[src/rtl/pixel_feeder.sv]
// Line-buffer fetch sequencer and pixel shifter: walks one scanline's words out of
// the line buffer and serialises them MSB-first at 1/2/4/8 bpp with horizontal zoom.
module pixel_feeder #(
   parameter int WORD_W = 16,
   parameter int ADR_W  = 9
) (
   input  logic              dotclk_i,
   input  logic              rst_ni,
   input  logic              scanline_en_i,
   input  logic [1:0]        bpp_i,
   input  logic [1:0]        hzoom_i,
   input  logic [ADR_W-1:0]  base_adr_i,
   input  logic [ADR_W-1:0]  words_i,
   input  logic [WORD_W-1:0] f_dat_i,
   output logic [ADR_W-1:0]  f_adr_o,
   output logic              f_en_o,
   output logic              load_o,
   output logic [7:0]        pix_o,
   output logic              pix_valid_o,
   output logic              eol_o
);

   localparam int PIX_W = $clog2(WORD_W);

   typedef enum logic [2:0] {
      S_IDLE,
      S_PRIME,
      S_WAIT,
      S_RUN,
      S_DONE
   } state_e;

   state_e              state_q;
   logic [ADR_W-1:0]    f_adr_q;
   logic                f_en_q;
   logic                load_q;
   logic                pix_valid_q;
   logic                eol_q;
   logic [WORD_W-1:0]   shifter_q;
   logic [1:0]          hold_q;
   logic [PIX_W-1:0]    pix_q;
   logic [ADR_W-1:0]    words_left_q;
   logic [1:0]          bpp_q;
   logic [1:0]          hzoom_q;

   logic [WORD_W-1:0]   shifter_d;
   logic [ADR_W-1:0]    f_adr_d;
   logic [ADR_W-1:0]    words_left_d;
   logic [PIX_W-1:0]    pix_d;
   logic [PIX_W-1:0]    pix_last;
   logic [7:0]          pix_sel;

   // Mode-dependent shift step, last pixel index within a word, and the top-of-shifter pixel.
   always_comb begin
      shifter_d = shifter_q;
      pix_last  = '0;
      pix_sel   = '0;
      case (bpp_q)
         2'd0: begin
            shifter_d = shifter_q << 1;
            pix_last  = PIX_W'(WORD_W - 1);
            pix_sel   = {7'b0, shifter_q[WORD_W-1]};
         end
         2'd1: begin
            shifter_d = shifter_q << 2;
            pix_last  = PIX_W'(WORD_W / 2 - 1);
            pix_sel   = {6'b0, shifter_q[WORD_W-1 -: 2]};
         end
         2'd2: begin
            shifter_d = shifter_q << 4;
            pix_last  = PIX_W'(WORD_W / 4 - 1);
            pix_sel   = {4'b0, shifter_q[WORD_W-1 -: 4]};
         end
         default: begin
            shifter_d = shifter_q << 8;
            pix_last  = PIX_W'(WORD_W / 8 - 1);
            pix_sel   = shifter_q[WORD_W-1 -: 8];
         end
      endcase
   end

   assign f_adr_d      = f_adr_q + ADR_W'(1);
   assign words_left_d = words_left_q - ADR_W'(1);
   assign pix_d        = pix_q + PIX_W'(1);

   // Line sequencer. Dropping scanline_en_i overrides every state and parks at IDLE.
   always_ff @(posedge dotclk_i or negedge rst_ni) begin
      if (!rst_ni) begin
         state_q      <= S_IDLE;
         f_adr_q      <= '0;
         f_en_q       <= 1'b0;
         load_q       <= 1'b0;
         pix_valid_q  <= 1'b0;
         eol_q        <= 1'b0;
         shifter_q    <= '0;
         hold_q       <= '0;
         pix_q        <= '0;
         words_left_q <= '0;
         bpp_q        <= '0;
         hzoom_q      <= '0;
      end else if (!scanline_en_i) begin
         state_q     <= S_IDLE;
         f_adr_q     <= base_adr_i;
         f_en_q      <= 1'b0;
         load_q      <= 1'b0;
         pix_valid_q <= 1'b0;
         eol_q       <= 1'b0;
         shifter_q   <= '0;
         hold_q      <= '0;
         pix_q       <= '0;
      end else begin
         f_en_q <= 1'b0;
         load_q <= 1'b0;
         eol_q  <= 1'b0;
         case (state_q)
            S_IDLE: begin
               bpp_q        <= bpp_i;
               hzoom_q      <= hzoom_i;
               words_left_q <= words_i;
               f_adr_q      <= base_adr_i;
               shifter_q    <= '0;
               hold_q       <= '0;
               pix_q        <= '0;
               if (words_i == '0) begin
                  state_q <= S_DONE;
                  eol_q   <= 1'b1;
               end else begin
                  state_q <= S_PRIME;
                  f_en_q  <= 1'b1;
               end
            end
            S_PRIME: begin
               state_q <= S_WAIT;
            end
            S_WAIT: begin
               shifter_q    <= f_dat_i;
               f_adr_q      <= f_adr_d;
               words_left_q <= words_left_d;
               load_q       <= 1'b1;
               pix_valid_q  <= 1'b1;
               f_en_q       <= (words_left_d != '0);
               hold_q       <= '0;
               pix_q        <= '0;
               state_q      <= S_RUN;
            end
            S_RUN: begin
               if (hold_q < hzoom_q) begin
                  hold_q <= hold_q + 2'd1;
               end else begin
                  hold_q <= '0;
                  if (pix_q != pix_last) begin
                     shifter_q <= shifter_d;
                     pix_q     <= pix_d;
                  end else if (words_left_q != '0) begin
                     // The word fetched after the previous load has been held on f_dat_i since.
                     shifter_q    <= f_dat_i;
                     f_adr_q      <= f_adr_d;
                     words_left_q <= words_left_d;
                     load_q       <= 1'b1;
                     f_en_q       <= (words_left_d != '0);
                     pix_q        <= '0;
                  end else begin
                     state_q     <= S_DONE;
                     pix_valid_q <= 1'b0;
                     eol_q       <= 1'b1;
                     shifter_q   <= '0;
                  end
               end
            end
            S_DONE: begin
               pix_valid_q <= 1'b0;
            end
            default: begin
               state_q <= S_IDLE;
            end
         endcase
      end
   end

   assign f_adr_o     = f_adr_q;
   assign f_en_o      = f_en_q;
   assign load_o      = load_q;
   assign pix_valid_o = pix_valid_q;
   assign eol_o       = eol_q;
   assign pix_o       = pix_valid_q ? pix_sel : 8'h00;

endmodule

[config.mk]
export PLATFORM = sky130hd
export DESIGN_NAME = pixel_feeder
export DESIGN_NICKNAME = d
export VERILOG_FILES = /design/src/rtl/pixel_feeder.sv
export SDC_FILE = /design/constraint.sdc
export NUM_CORES = 1
export LEC_CHECK = 0
export CORE_ASPECT_RATIO = 0.5
export CORE_MARGIN = 2
export CORE_UTILIZATION = 52
export CTS_BUF_LIST = sky130_fd_sc_hd__clkbuf_8 sky130_fd_sc_hd__clkbuf_16
export DETAILED_ROUTE_END_ITERATION = 8
export HOLD_SLACK_MARGIN = 0.03
export PLACE_DENSITY_LB_ADDON = 0.12
export SETUP_SLACK_MARGIN = 0.05
export SKIP_LAST_GASP = 1
export SLEW_MARGIN = 10
export SYNTH_ARGS = -nofsm -noshare
export SYNTH_HDL_FRONTEND = slang
export SYNTH_SLANG_ARGS = --single-unit
[constraint.sdc]
create_clock -name dotclk_i -period 3.2 [get_ports dotclk_i]
set_clock_uncertainty 0.2 [all_clocks]
set_input_delay 0.96 -clock dotclk_i [delete_from_list [all_inputs] [get_ports dotclk_i]]
set_output_delay 0.96 -clock dotclk_i [all_outputs]
set_load 0.05 [all_outputs]
==> qor.yml <==
critical_path:
  setup.worst_path.start: "bpp_q[0]$_DFFE_PN0P_"
  required_ns: 2.04
  worstPathArrival_ns: 1.70
  setup.worst_path.start_class: "register"
  rr_worst_depth: 7
  rrSetupSlack_ns: 0.52
  r2r-end: "shifter_q[1]$_DFFE_PN0P_"
  crit_path_end_kind: "output port"
  critPathSlowestCell: "mux4_2"
  critical_path.cell_chain: "mux4_2 -> and2_1 -> buf_4"
  timing.rr.start: "bpp_q[0]$_DFFE_PN0P_"
  critPathMaxStageDelay_ns: 0.54
  path_max_fanout: 7
  crit_type: "register to output port"
min_path:
  hp-start: "hold_q[1]$_DFFE_PN0N_"
  hold_class: "register to register"
  holdPathEnd: "hold_q[1]$_DFFE_PN0N_"
  hold_depth: 1
routing:
  wirelength_um: 8250
  viasPerCell: 6.02
  ant_nets: 0
  vias: 3092
  drc: 0
  wl_per_cell_um: 16.0
  dr.pass1.iters: 5
  drt_iter0_drc: 242
yosys:
  synth_top_area_share_pct: 38.2
  synth_edf_count: 0
  avgSynthCellArea_um2: 9.11
  synthTopCellsByArea: "dfrtp_1 38%, mux4_2 6.1%, a21oi_1 5.4%"
  synth_nets: 413
  synth_compound_area_share_pct: 22.7
  synthMuxAreaShare_pct: 9.17
  synth.distinct_cells: 54
  netlist_area_um2: 3340
  synth_ff_type: "dfrtp_1"
  synth_top_area_cell: "dfrtp_1"
  ys_ff_latch: 51
  synth_fa_ha_area_share_pct: 1.87
  synth-xor-area-share_pct: 1.27
  ys_async_sr_fraction_pct: 100
  synth-simple-area-share_pct: 22.3
  ys_warn_count: 0
  synth_top_family_by_area: "compound AO/OA/AOI/OAI gates"
  yosysSeqAreaShare_pct: 38.2
  synthCells: 367
layout:
  final_util_pct: 69.2
  layout-drive-gt1-share_pct: 12.7
  syn2layout_area_growth_pct: 26.9
  n_antenna_cell: 0
  instances_no_fill: 514
  nets: 473
clock_network:
  postCtsResizedCells: 0
  postCtsHoldBufs: 0
  cts_buffers: 5
  cts_tree: "built"
  cts.htree.levels: 2
  postCtsSetupBuffers: 0
  cts_max_path_buffers: 2
  clkLatencyLatePin_ns: 0.28
  clkTransAtPathRegs_ns: 0.06
  clock-sinks: 51
  cts_root_buf: "clkbuf_16"
flow_run:
  drv_cap: 0
sta:
  hold_viol_final: 0
  slew_headroom_pct: 59.5
  setup_violations: 0
  tns_ns: 0
  fin_crit_ns: 2.86
  max_freq_mhz: 349
  layout_setup_ws_ns: 0.336
  drv_slew: 0
  worstMarginPinSlew_ns: 0.607
  fin_crit_sh_pct: 89.5
  grt_setup_unrepaired: "false"
floorplan:
  fp.dieH_um: 60.7
  start_util_pct: 54.5
  ios: 62
  die_w_um: 117
  num_rows: 20
  die_area_um2: 7130
  core_area_um2: 6130
placement:
  place_ws_ns: 0.125
  port_buffers: 61
  gp_congestion: 0.864
  place_hpwl_um: 5990
  dp_cells: 508
grt:
  grt_usage_pct: 24.0
  grt_pass1_wl_um: 13700
  grt_pass1_vias: 2858
  antenna_found_initial: 0
  grt_max_degree: 27
  grt.overflow.total: 0
power:
  powerDensity_nw_per_um2: 441
  p_leak_uw: 0.00171
  vdd_drop_max_mv: 0.248
status:
  outcome: "finished clean"
## final cells by class
type	count	area (µm²)
flip-flops and latches	51	1280
multi-input cells	285	1920
repair buffers	75	778
well taps	88	110
clock buffers	5	125
inverters	9	33.8
fillers	477	1890
clock inverters	1	3.75
## how the worst max path moves through the flow
| stage | slack (ns) | cells past startpoint | end |
|---|---|---|---|
| global placement | 0.18 | 6 | shifter_q[3]$_DFFE_PN0P_ |
| floorplan | 0.14 | 5 | pix_o[2] |
| global route | 0.25 | 5 | pix_o[1] |
| finish | 0.34 | 3 | pix_o[0] |
| CTS | 0.33 | 3 | pix_o[0] |
| detailed placement | 0.12 | 6 | shifter_q[1]$_DFFE_PN0P_ |
## through the flow
step                instance area (µm²)  hold slack [ns]  power, µW
finish                             4240            0.312       1870
global route                       4240            0.349       1970
floorplan                          3340            0.257       1190
detailed placement                 4110            0.303       1380
CTS                                4240            0.313       1870
global placement                   4110            0.287       1360
## cells by family (layout without fill, tap and decap cells)
| kind of cell | after synthesis | count (layout) |
|---|---|---|
| AND/OR/NAND/NOR | 143 | 143 |
| AO/OA/AOI/OAI | 114 | 114 |
| flip-flops | 51 | 51 |
| buffers and inverters | 31 | 90 |
| multiplexers | 19 | 19 |
| adder cells (fa/ha/maj) | 5 | 5 |
| XOR/XNOR | 4 | 4 |
## critical path: cells and delay by family (launching register included)
| family | cells | cell delay, ns |
|---|---|---|
| muxes | 1 | 0.54 |
| DFF | 1 | 0.53 |
| buffers and inverters | 1 | 0.18 |
| and+or+nand+nor | 1 | 0.17 |
## per-layer routing
layer | vias to the layer above | GRT usage [%] | routed length, µm
li1 | 1469 | - | -
met1 | 1493 | 31.9 | 3700
met2 | 123 | 42.5 | 3980
met3 | 7 | 4.79 | 513
met4 | 0 | 5.16 | 48
met5 | - | 0 | 0
## placed cells by master (no fill, tap or decap), types with 4 or more instances in the layout
master,netlist,routed
o21ai_0,31,31
a221o_1,11,11
o21a_1,4,4
clkbuf_16,0,5
nand2b_1,5,5
and3_1,5,5
a21oi_1,36,36
nor3_1,11,11
nand2_1,34,34
a2bb2oi_1,5,5
buf_4,3,15
ha_1,5,5
inv_1,9,10
mux2i_1,7,7
nand3_1,15,15
nor2_1,32,32
clkdlybuf4s50_1,0,52
o22ai_1,5,5
dfrtp_1,51,51
and2_1,10,10
nor2b_1,14,14
buf_12,0,7
mux4_2,9,9
## state kept, by name, summed over array words and instances (netlist names)
| name | flops |
|---|---|
| f_adr_o | 9 |
| load_o | 1 |
| pix_q | 4 |
| pix_valid_o | 1 |
| hold_q | 2 |
| hzoom_q | 2 |
| words_left_q | 9 |
| shifter_q | 16 |
| bpp_q | 2 |
| eol_o | 1 |
| state_q | 3 |
| f_en_o | 1 |
## where the power goes
group,switching [µW],leakage (µW),internal (µW),total (µW)
registers,108,0.000654,711,819
logic,311,0.000985,245,557
clock network,216,0.0000669,278,494
## synthesized netlist by cell type (9+ instances only)
library cell and number:
inv_1 9, nor2b_1 14, dfrtp_1 51, nand3_1 15, a21oi_1 36, a221o_1 11, mux4_2 9, nor2_1 32
nor3_1 11, and2_1 10, nand2_1 34, o21ai_0 31, clkbuf_1 9
(Power assumes the default switching activity.)
